**config.mk**
```make
export PLATFORM = sky130hd
export DESIGN_NAME = int_priority_ctrl
export DESIGN_NICKNAME = d
export VERILOG_FILES = /design/src/rtl/int_priority_ctrl_pkg.sv /design/src/rtl/int_priority_ctrl_epc_stack.sv /design/src/rtl/int_priority_ctrl.sv
export SDC_FILE = /design/constraint.sdc
export NUM_CORES = 1
export LEC_CHECK = 0
export ABC_AREA = 1
export CORE_UTILIZATION = 50
export CTS_BUF_LIST = sky130_fd_sc_hd__clkbuf_4
export CTS_CLUSTER_DIAMETER = 200
export DETAILED_ROUTE_END_ITERATION = 10
export GPL_TIMING_DRIVEN = 0
export PLACE_DENSITY = 0.77
export SYNTH_ARGS = -nofsm -noshare
export SYNTH_HDL_FRONTEND = slang
export SYNTH_SLANG_ARGS = --single-unit
export TNS_END_PERCENT = 5
```
**constraint.sdc**
```tcl
create_clock -name clk -period 3.9 [get_ports clk]
set_clock_uncertainty 0.15 [all_clocks]
set_input_delay 0.39 -clock clk [delete_from_list [all_inputs] [get_ports clk]]
set_output_delay 0.39 -clock clk [all_outputs]
set_load 0.01 [all_outputs]
```
**src/rtl/int_priority_ctrl_pkg.sv**
```systemverilog
// Shared definitions for the interrupt priority controller: FSM encoding,
// default handler vectors, source count and the return-stack entry layout.
package int_priority_ctrl_pkg;

    localparam int NUM_SRC     = 3;
    localparam int STACK_DEPTH = 3;

    localparam logic [31:0] DEF_VEC1 = 32'h0000_1000;
    localparam logic [31:0] DEF_VEC2 = 32'h0000_1100;
    localparam logic [31:0] DEF_VEC3 = 32'h0000_1200;

    typedef enum logic [1:0] {
        ST_RUN   = 2'd0,
        ST_ENTER = 2'd1,
        ST_GUARD = 2'd2
    } state_t;

    // One saved context: where to return to and the level that was interrupted.
    typedef struct packed {
        logic [31:0] pc;
        logic [1:0]  lvl;
    } stk_entry_t;

    // One-hot pending bit belonging to a priority level (level k -> bit k-1).
    function automatic logic [NUM_SRC-1:0] src_mask(input logic [1:0] lvl);
        logic [NUM_SRC-1:0] m;
        m = '0;
        case (lvl)
            2'd1:    m = 3'b001;
            2'd2:    m = 3'b010;
            2'd3:    m = 3'b100;
            default: m = '0;
        endcase
        return m;
    endfunction

endpackage

```
**src/rtl/int_priority_ctrl_epc_stack.sv**
```systemverilog
// Three-deep LIFO of saved return contexts. Nesting only ever goes to a
// strictly higher level, so at most three entries can be live at once.
module epc_stack
    import int_priority_ctrl_pkg::*;
(
    input  logic       clk,
    input  logic       clr,
    input  logic       push,
    input  logic       pop,
    input  stk_entry_t push_data,
    output stk_entry_t top,
    output logic       empty
);

    localparam logic [1:0] FULL_COUNT = 2'(STACK_DEPTH);

    stk_entry_t mem [STACK_DEPTH];
    logic [1:0] count;

    // Storage and occupancy; push and pop are never requested together,
    // push is listed first only to make the update unambiguous.
    always_ff @(posedge clk) begin
        if (clr) begin
            count <= 2'd0;
            for (int i = 0; i < STACK_DEPTH; i++) begin
                mem[i] <= '0;
            end
        end else if (push && (count != FULL_COUNT)) begin
            mem[count] <= push_data;
            count      <= count + 2'd1;
        end else if (pop && (count != 2'd0)) begin
            count <= count - 2'd1;
        end
    end

    // Top of stack reads as zero when nothing is saved.
    always_comb begin
        empty = (count == 2'd0);
        top   = '0;
        if (!empty) begin
            top = mem[count - 2'd1];
        end
    end

endmodule

```
**src/rtl/int_priority_ctrl.sv**
```systemverilog
// Nested, prioritised interrupt entry for a simple in-order pipeline.
// Request edges are latched into pending; the highest pending source that
// outranks the current level redirects EX to its handler, saving the return
// address and interrupted level on a small stack that ERET unwinds.
//
// state    | meaning
// ---------+-----------------------------------------------------------
// ST_RUN   | normal execution, entry may be taken when EX accepts
// ST_ENTER | redirect cycle: int_req high, pipeline flushed to handler
// ST_GUARD | one-cycle hold so a handler instruction reaches EX first
module int_priority_ctrl
    import int_priority_ctrl_pkg::*;
#(
    parameter logic [31:0] VEC1 = DEF_VEC1,
    parameter logic [31:0] VEC2 = DEF_VEC2,
    parameter logic [31:0] VEC3 = DEF_VEC3
) (
    input  logic        clk,
    input  logic        CLR,
    input  logic [2:0]  ir,
    input  logic        accept,
    input  logic [31:0] resume_pc,
    input  logic        eret,
    output logic        int_req,
    output logic [31:0] int_vec,
    output logic [31:0] epc,
    output logic [1:0]  level,
    output logic [2:0]  pending
);

    state_t             state;
    state_t             state_nxt;
    logic [2:0]         ir_q;
    logic [2:0]         ir_rise;
    logic [1:0]         cand_lvl;
    logic [31:0]        cand_vec;
    logic               take;
    logic               do_pop;
    logic [2:0]         take_mask;
    stk_entry_t         push_data;
    stk_entry_t         stk_top;
    logic               stk_empty;

    assign ir_rise = ir & ~ir_q;

    // Highest pending source wins: 3 over 2 over 1.
    always_comb begin
        cand_lvl = 2'd0;
        if (pending[2]) begin
            cand_lvl = 2'd3;
        end else if (pending[1]) begin
            cand_lvl = 2'd2;
        end else if (pending[0]) begin
            cand_lvl = 2'd1;
        end
    end

    // Handler address of the current candidate.
    always_comb begin
        cand_vec = '0;
        case (cand_lvl)
            2'd1:    cand_vec = VEC1;
            2'd2:    cand_vec = VEC2;
            2'd3:    cand_vec = VEC3;
            default: cand_vec = '0;
        endcase
    end

    // An ERET in the same cycle blocks entry; the restored level is used to
    // re-evaluate the candidate on the next cycle.
    always_comb begin
        do_pop    = eret & ~stk_empty;
        take      = (state == ST_RUN) && accept && !eret && (cand_lvl > level);
        take_mask = take ? src_mask(cand_lvl) : 3'b000;
        push_data = '{pc: resume_pc, lvl: level};
    end

    // FSM state register.
    always_ff @(posedge clk) begin
        if (CLR) begin
            state <= ST_RUN;
        end else begin
            state <= state_nxt;
        end
    end

    // FSM next state and redirect strobe.
    always_comb begin
        state_nxt = state;
        int_req   = 1'b0;
        case (state)
            ST_RUN: begin
                if (take) begin
                    state_nxt = ST_ENTER;
                end
            end
            ST_ENTER: begin
                int_req   = 1'b1;
                state_nxt = ST_GUARD;
            end
            ST_GUARD: begin
                state_nxt = ST_RUN;
            end
            default: begin
                state_nxt = ST_RUN;
            end
        endcase
    end

    // Request edge capture. The serviced bit is cleared before new edges are
    // merged, so a fresh edge arriving on the entry cycle stays pending.
    always_ff @(posedge clk) begin
        if (CLR) begin
            ir_q    <= 3'b000;
            pending <= 3'b000;
        end else begin
            ir_q    <= ir;
            pending <= (pending & ~take_mask) | ir_rise;
        end
    end

    // In-service level and latched handler vector.
    always_ff @(posedge clk) begin
        if (CLR) begin
            level   <= 2'd0;
            int_vec <= 32'h0;
        end else if (do_pop) begin
            level <= stk_top.lvl;
        end else if (take) begin
            level   <= cand_lvl;
            int_vec <= cand_vec;
        end
    end

    epc_stack u_epc_stack (
        .clk       (clk),
        .clr       (CLR),
        .push      (take),
        .pop       (do_pop),
        .push_data (push_data),
        .top       (stk_top),
        .empty     (stk_empty)
    );

    assign epc = stk_top.pc;

endmodule

```
After elaboration in Yosys (flattened, before gate mapping):

Memories as Yosys holds them, arrays and structs flattened.
Cells that the tools add are included.

* add/subtract/negate cells: 2
* $mul: 0
* divide/modulo/power cells: 0
* magnitude comparators: 1
* equal/unequal tests: 6
* shifts and indexed selects: 0
* muxes and demuxes: 22
* bitwise operators: 8
* reductions and logical operators: 13

Operators by type and width (count)
* $mux 34: 2
* $pmux 13 s3: 1
* $reduce_or 34->1: 1
* $mux 2: 8
* $pmux 3 s3: 1
* $mux 1: 8
* $and 3x3->3: 2
* $not 3->3: 2
* $reduce_bool 2->1: 3
* $logic_and 1x1->1: 5
* $eq 2x1->1 const B: 2
* $eq 2x2->1 const B: 2
* $logic_not 2->1: 2
* $pmux 2 s2: 1
* $mux 3: 1
* $or 3x3->3: 1
* $add 2x1->2 const B: 1
* $gt 2x2->1: 1
* $ne 2x1->1 const B: 1
* $ne 2x2->1 const B: 1
* $not 1->1: 2
* $reduce_and 2->1: 1
* $sub 2x1->2 const B: 1
* $and 1x1->1: 1
* $logic_not 1->1: 1

* register bits: 44
* bits in latches: 0
* bits in writable memories: 102
* ROM bits: 0
* output and inout bits: 70
* word-level logic and storage cells: 59
* memories: 1

Memories
* u_epc_stack.mem: words 3, bits a word 34, read ports 1, clocked after Yosys merged registers in 0, wr ports 3, RTL line int_priority_ctrl_epc_stack.sv:17 `stk_entry_t mem [STACK_DEPTH];`

Depth between registers and ports, before layout:

Gate-level depths: netlist of run 1.

* depth in word-level cells: 11
* depth in mapped cells: 13

Hierarchy:

From an unflattened synthesis of run 1, not the netlist that was laid out.

* cells, all modules: 794
* area, all modules: 7526.0 µm²

Modules (own cells, without submodules)
* epc_stack: instances 1, cells each 681, area each 6706.4 µm², sequential area each 4124.0 µm²
* int_priority_ctrl: instances 1, cells each 113, area each 819.5 µm², sequential area each 260.2 µm²

Worst setup path before layout of run 1:

OpenSTA, ideal clock, no wires.

* path type: register -> register
* start: register pending[0]
* end: memory u_epc_stack.mem[0][0] (netlist bit) (enable)
* setup time: 0.392 ns
* data arrival time: 2.400 ns
* data required time: 3.358 ns
* slack: 0.958 ns
* stages on the path, launching flop included: 11
* clock period less this slack: 2.942 ns
* cells stage by stage: dfxtp_1 > inv_1 > o21ai_0 > inv_1 > ha_1 > nand2_1 > nand3_4 > nor2_8 > nand3_4 > buf_6 > nand2_1

RTL lines
* start, declared: RTL line int_priority_ctrl.sv:28 `output logic [2:0] pending`
* start signal, assigned: RTL line int_priority_ctrl.sv:118 `pending <= (pending & ~take_mask) | ir_rise;`
* end, declared: RTL line int_priority_ctrl_epc_stack.sv:17

Worst setup path after layout of run 1:

* start: register u_epc_stack.count[0]
* end: output port epc[21]

* cells in the longest elaborated chain, start to end: 3

RTL lines
* start, declared: RTL line int_priority_ctrl_epc_stack.sv:18 `logic [1:0] count;`
* start signal, assigned: RTL line int_priority_ctrl_epc_stack.sv:30 `count <= count + 2'd1;`
* start signal, assigned: RTL line int_priority_ctrl_epc_stack.sv:32 `count <= count - 2'd1;`
* $sub 2x1->2: RTL line int_priority_ctrl_epc_stack.sv:41 `top = mem[count - 2'd1];`
* $mem_v2 3x34
* $mux 34 *: RTL line int_priority_ctrl_epc_stack.sv:40 `if (!empty) begin`
* end, declared: RTL line int_priority_ctrl.sv:26 `output logic [31:0] epc,`

Mark *: on every way between the ends. The rest lies on a longest branch, timed or not.

==> results.toml, run 1 <==
[status]
status = "finished, final reports clean"

[synthesis]
synth_top_family_by_area = "simple AND/OR/NAND/NOR gates"
synth_compound_area_share_pct = 7.85
synth_seq_cells = 151
synth-xor-area-share_pct = 0
muxShareOfSynthArea_pct = 0
synth-edff-count = 136
synth-main-ff-cell = "edfxtp_1"
synthesis.area_um2 = 6870
synthCells = 682
yosysSeqAreaShare_pct = 63.8
synthAdderAreaFrac_pct = 1.09
async_flop_share_pct = 0
synth.distinct_cells = 25
synth_simple_gate_area_share_pct = 17.6
yosys_warnings = 0
syn_area_per_cell_um2 = 10.1

[power]
power_leakage_nw = 3.49
power_mw = 4.53
peakVddDrop_uv = 268
p_comb_share_pct = 37.3
p_clk_share_pct = 19.9
p_sw_share_pct = 34.4
power_frac_seq_pct = 42.8
p_sw_mw = 1.56
powerDensity_nw_per_um2 = 538
power.internal_mw = 2.97

[critical_path]
critPathKind = "flip-flop to output pin"
critPathRequiredTime_ns = 3.36
worstPathMaxFanout = 15
cpPeakStageDelay_ns = 0.56
crit_path_top_delay_cell = "clkdlybuf4s50_1"
crit_path_end_kind = "output pin"
worstSetupStartpointType = "flip-flop"
critical_path_arrival_ns = 3.09
worst-path-buf-inv = 6
cp_cell_sequence = "buf_4, inv_4, buf_4, ha_1, buf_4, clkbuf_2, nor2_1, o21ai_0, a21oi_1, clkdlybuf4s50_1"
critical_path.top_delay_family = "buffers and inverters"
path_common_cell = "buf_4"

[placement]
gp_congestion = 0.743
dp_slack_ns = 0.380
dp.cells = 999
placed_area_um2 = 8120
io_buffers = 79
place_hpwl_um = 9240

[layout]
syn_to_final_growth_pct = 22.4
drive_gt1_share_pct = 12.0
diodes = 0
finalNonFillerCells = 1028
layout.nets = 886
utilization_pct = 63.2
mostFrequentLayoutCells = "nor2_1 (242), edfxtp_1 (136), clkdlybuf4s50_1 (79)"
final_common_cell = "nor2_1"
stdcell_area_um2 = 8400

[clocking]
ctsLongestPathBuffers = 2
cts_buffers = 17
clkSinkCount = 151
clkSlewWorstSetupHoldPaths_ns = 0.12
worstSkewPairLatency_ns = 0.52
cts_root_buf = "clkbuf_4"
ctsHoldBuffers = 0
htreeDepth = 4
tritoncts = "done"

[routing]
avgRoutedWirePerCell_um = 13.6
drc = 0
finalWirelength_um = 13900
ant_nets = 0
vias = 4908
drt-initial-drc-count = 382
viasPerCell = 4.77
first_pass_iters = 5

[die]
die_area_um2 = 14200
die_w_um = 119
die_y_um = 119
rows = 42
start_util_pct = 51.7
pin_count = 109
coreArea_um2 = 13300

[worst_hold_path]
hold_path.class = "primary input to flip-flop"

[sta]
fin_hold_ws_ns = 0.241
hold_violations = 0
finalMaxSlewViolations = 0
finalSetupViolCount = 0
maxSlewHeadroom_pct = 36.6
timing.final.crit_period_ns = 3.63
tns_ns = 0
worstMarginPinSlew_ns = 0.948
layout_setup_ws_ns = 0.268
min_period_over_period_pct = 93.1
rsz0062_at_grt = "false"
timing.fmax_mhz = 275

[global_routing]
grt_max_degree = 35
grt_pass1_wl_um = 22500
first_global_vias = 4557
grtUsageTotal_pct = 21.0
antenna_found_initial = 0
grt_remaining_overflow = 0

[flow_run]
maxCapViolCount = 0
[final cells by class]
class / count / area, um^2
clock inverters: 10 / 108
inverters: 60 / 228
repair buffers: 79 / 791
multi-input cells: 468 / 2080
clock buffers: 20 / 150
flip-flops and latches: 151 / 4380
plain buffers: 64 / 448
fillers: 1102 / 4890
well taps: 176 / 220
[worst register-to-register path, delay by kind of cell, from the launching register on]
| kind | cells | cell delay, ns |
|---|---|---|
| AO/OA/AOI/OAI | 1 | 0.23 |
| AND/OR/NAND/NOR | 5 | 1.38 |
| flip-flops | 1 | 0.37 |
| buffers and inverters | 3 | 0.33 |
| adder cells (fa/ha/maj) | 1 | 0.27 |
[power by group through the flow]
stage | Clock [mW] | Combinational [mW] | Sequential (mW)
after global placement | 0 | 1.64 | 1.97
final | 0.899 | 1.69 | 1.94
after detailed placement | 0 | 1.67 | 1.98
after CTS | 0.916 | 1.71 | 1.94
after global routing | 0.982 | 1.88 | 1.95
after floorplan | 0 | 0.978 | 1.97
[flip-flops by register name, indices dropped and copies added (netlist names)]
register and cells:
level 2, u_epc_stack.count 2, state 2, ir_q 3
pending 3, int_vec 3, u_epc_stack.mem 136
[Yosys cell counts (2+ instances only)]
cell / count / area [um^2]
nor2_1: 242 / 908
edfxtp_1: 136 / 4080
inv_1: 55 / 206
o21ai_0: 50 / 250
a21oi_1: 36 / 180
buf_4: 29 / 218
nand2_1: 25 / 93.8
o21ai_1: 20 / 100
clkbuf_1: 18 / 67.6
dfxtp_1: 15 / 300
buf_6: 9 / 101
nand3_1: 9 / 45.0
buf_2: 8 / 40.0
ha_1: 6 / 75.1
inv_2: 5 / 18.8
nor2_2: 5 / 31.3
nand3_4: 4 / 70.1
nand2_2: 2 / 12.5
nand4_1: 2 / 12.5
[final timing paths]
kind	slack (ns)	depth (start not counted)	startpoint	to
worst min-delay path	0.24	3	ir[1]	ir_q[1]$_SDFF_PP0_
worst max-delay path	0.27	10	u_epc_stack.count[0]$_SDFFE_PP0P_	epc[21]
worst max register to register	0.78	10	pending[0]$_SDFF_PP0_	u_epc_stack.mem[2][6]$_SDFFCE_PN0P_
worst min register to register	0.30	1	ir_q[0]$_SDFF_PP0_	pending[0]$_SDFF_PP0_
[cell families after synthesis]
kind of cell,count (synthesis)
DFF,151
adders and majority gates,6
other,1
AOI/OAI and AO/OA,107
and+or+nand+nor,292
buffers and inverters,125
[what timing repair did]
item                       4_1_cts  5_1_grt
setup endpoints to repair       30       31
resized for setup               14        2
pin swaps                        0        0
buffers inserted                 0        0
[per-layer routing]
metal | vias to the layer above | wire [um] | track usage [%]
met5 | - | 0 | 0
met4 | 0 | 165 | 6.88
met3 | 15 | 836 | 3.88
met2 | 163 | 6970 | 35.6
met1 | 2261 | 5970 | 27.1
li1 | 2469 | - | -
(Power assumes the default switching activity.)
==> inputs of run 2 (changes only) <==
--- a/config.mk
+++ b/config.mk
@@ -10,8 +10,9 @@
 export CTS_BUF_LIST = sky130_fd_sc_hd__clkbuf_4
 export CTS_CLUSTER_DIAMETER = 200
 export DETAILED_ROUTE_END_ITERATION = 10
-export GPL_TIMING_DRIVEN = 0
+export GPL_TIMING_DRIVEN = 1
 export PLACE_DENSITY = 0.77
+export RECOVER_POWER = 100
 export SYNTH_ARGS = -nofsm -noshare
 export SYNTH_HDL_FRONTEND = slang
 export SYNTH_SLANG_ARGS = --single-unit
==> run 2 against run 1 <==
- critical path depth shrank 3
- count of clock-buffer cells in the layout is 3 lower
- register-to-register slack worse by 0.16 ns
- final area fell by 5.1%
- total power shrank 2.8%
==> results.toml, run 2 (synthesis gave the netlist of run 1 again) <==
[power]
p_sw_mw = 1.57
power_frac_seq_pct = 44.1
p_clk_share_pct = 22.4
power_leakage_nw = 3.34
peakVddDrop_uv = 332
power.internal_mw = 2.83
powerDensity_nw_per_um2 = 551
p_comb_share_pct = 33.6
p_sw_share_pct = 35.7

[global_routing]
antenna_found_initial = 0
grt_max_degree = 73
first_global_vias = 4682
grtUsageTotal_pct = 20.1
grt_remaining_overflow = 0
grt_pass1_wl_um = 22100

[layout]
diodes = 0
utilization_pct = 60.0
layout.nets = 827
syn_to_final_growth_pct = 16.2
largest_reg_flops = 136
final_common_cell = "nor2_1"
mostFrequentLayoutCells = "nor2_1 (244), edfxtp_1 (136), dlygate4sd3_1 (73)"
largest_register = "u_epc_stack.mem"
stdcell_area_um2 = 7980
drive_gt1_share_pct = 6.92

[critical_path]
r2r_setup_slack_ns = 0.62
crit_path_end_kind = "output pin"
critical_path_arrival_ns = 3.03
critPathRequiredTime_ns = 3.36
worstSetupStartpointType = "flip-flop"
critPathKind = "flip-flop to output pin"
worstPathMaxFanout = 35

[clocking]
htreeDepth = 4
ctsLongestPathBuffers = 2
cts_root_buf = "clkbuf_4"
tritoncts = "done"
post_cts_resize_count = 0
clkSinkCount = 151
clkSlewWorstSetupHoldPaths_ns = 0.13
postCtsSetupRepairBufs = 0
ctsHoldBuffers = 0
cts_buffers = 17
worstSkewPairLatency_ns = 0.55

[routing]
finalWirelength_um = 13600
viasPerCell = 4.95
avgRoutedWirePerCell_um = 14.0
ant_nets = 0
first_pass_iters = 5
drc = 0
drt-initial-drc-count = 413
vias = 4808

[sta]
tns_ns = 0
hold_violations = 0
timing.fmax_mhz = 280
maxSlewHeadroom_pct = 37.8
rsz0062_at_grt = "false"
finalSetupViolCount = 0
finalMaxSlewViolations = 0
min_period_over_period_pct = 91.5
worstMarginPinSlew_ns = 0.930
timing.final.crit_period_ns = 3.57

[die]
start_util_pct = 51.7
rows = 42
coreArea_um2 = 13300
die_area_um2 = 14200
die_w_um = 119
pin_count = 109
die_y_um = 119

[status]
status = "finished, final reports clean"

[flow_run]
maxCapViolCount = 0

[placement]
io_buffers = 79
gp_congestion = 0.823
placed_area_um2 = 7730
place_hpwl_um = 8340

[worst_hold_path]
hold_path.class = "primary input to flip-flop"
run 2: path summary, 6_finish.rpt:
check / from / end / depth (start not counted)
setup reg to reg: pending[0]$_SDFF_PP0_ / u_epc_stack.mem[1][19]$_SDFFCE_PN0P_ / 9
hold reg to reg: ir_q[0]$_SDFF_PP0_ / pending[0]$_SDFF_PP0_ / 1
hold / removal: ir[1] / ir_q[1]$_SDFF_PP0_ / 3
setup / recovery: u_epc_stack.count[1]$_SDFFE_PP0P_ / epc[12] / 7
run 2: through the flow:
step	setup slack [ns]	hold slack, ns	total power [mW]	cells
2_1_floorplan	0.958	0.263	2.95	744
5_1_grt	0.0697	0.201	4.66	971
3_3_place_gp	0.890	0.279	3.51	939
4_1_cts	0.321	0.158	4.52	971
3_5_place_dp	0.784	0.288	3.54	939
6_report	0.332	0.208	4.40	971
run 2: layout make-up:
type                    instances  area [um^2]
clock buffers                  17          128
well taps                     176          220
flip-flops and latches        151         4390
inverters                      60          225
fillers                      1116         5320
multi-input cells             468         2030
clock inverters                15          169
repair buffers                 84          823
run 2: critical path: stages, from the launching register on:
cell           delay, ns
dfxtp_1             0.38
inv_1               0.09
ha_2                0.54
inv_2               0.33
nor2_1              0.16
o21ai_0             0.12
a21oi_1             0.20
dlygate4sd3_1       0.63
run 2: layer usage:
metal  vias up  global-route usage (%)  share of wire (%)
met5         -                       0                  0
met3        17                    4.74                6.2
li1       2352                       -                  -
met1      2238                    25.3                 42
met2       201                    33.6                 50
met4         0                    7.75                1.3
run 2: power groups by stage:
stage / Clock (mW) / Combinational [mW] / Sequential [mW]
2_1_floorplan: 0 / 0.978 / 1.97
3_3_place_gp: 0 / 1.54 / 1.97
3_5_place_dp: 0 / 1.57 / 1.98
4_1_cts: 1.00 / 1.58 / 1.94
5_1_grt: 1.06 / 1.65 / 1.95
6_report: 0.983 / 1.48 / 1.94
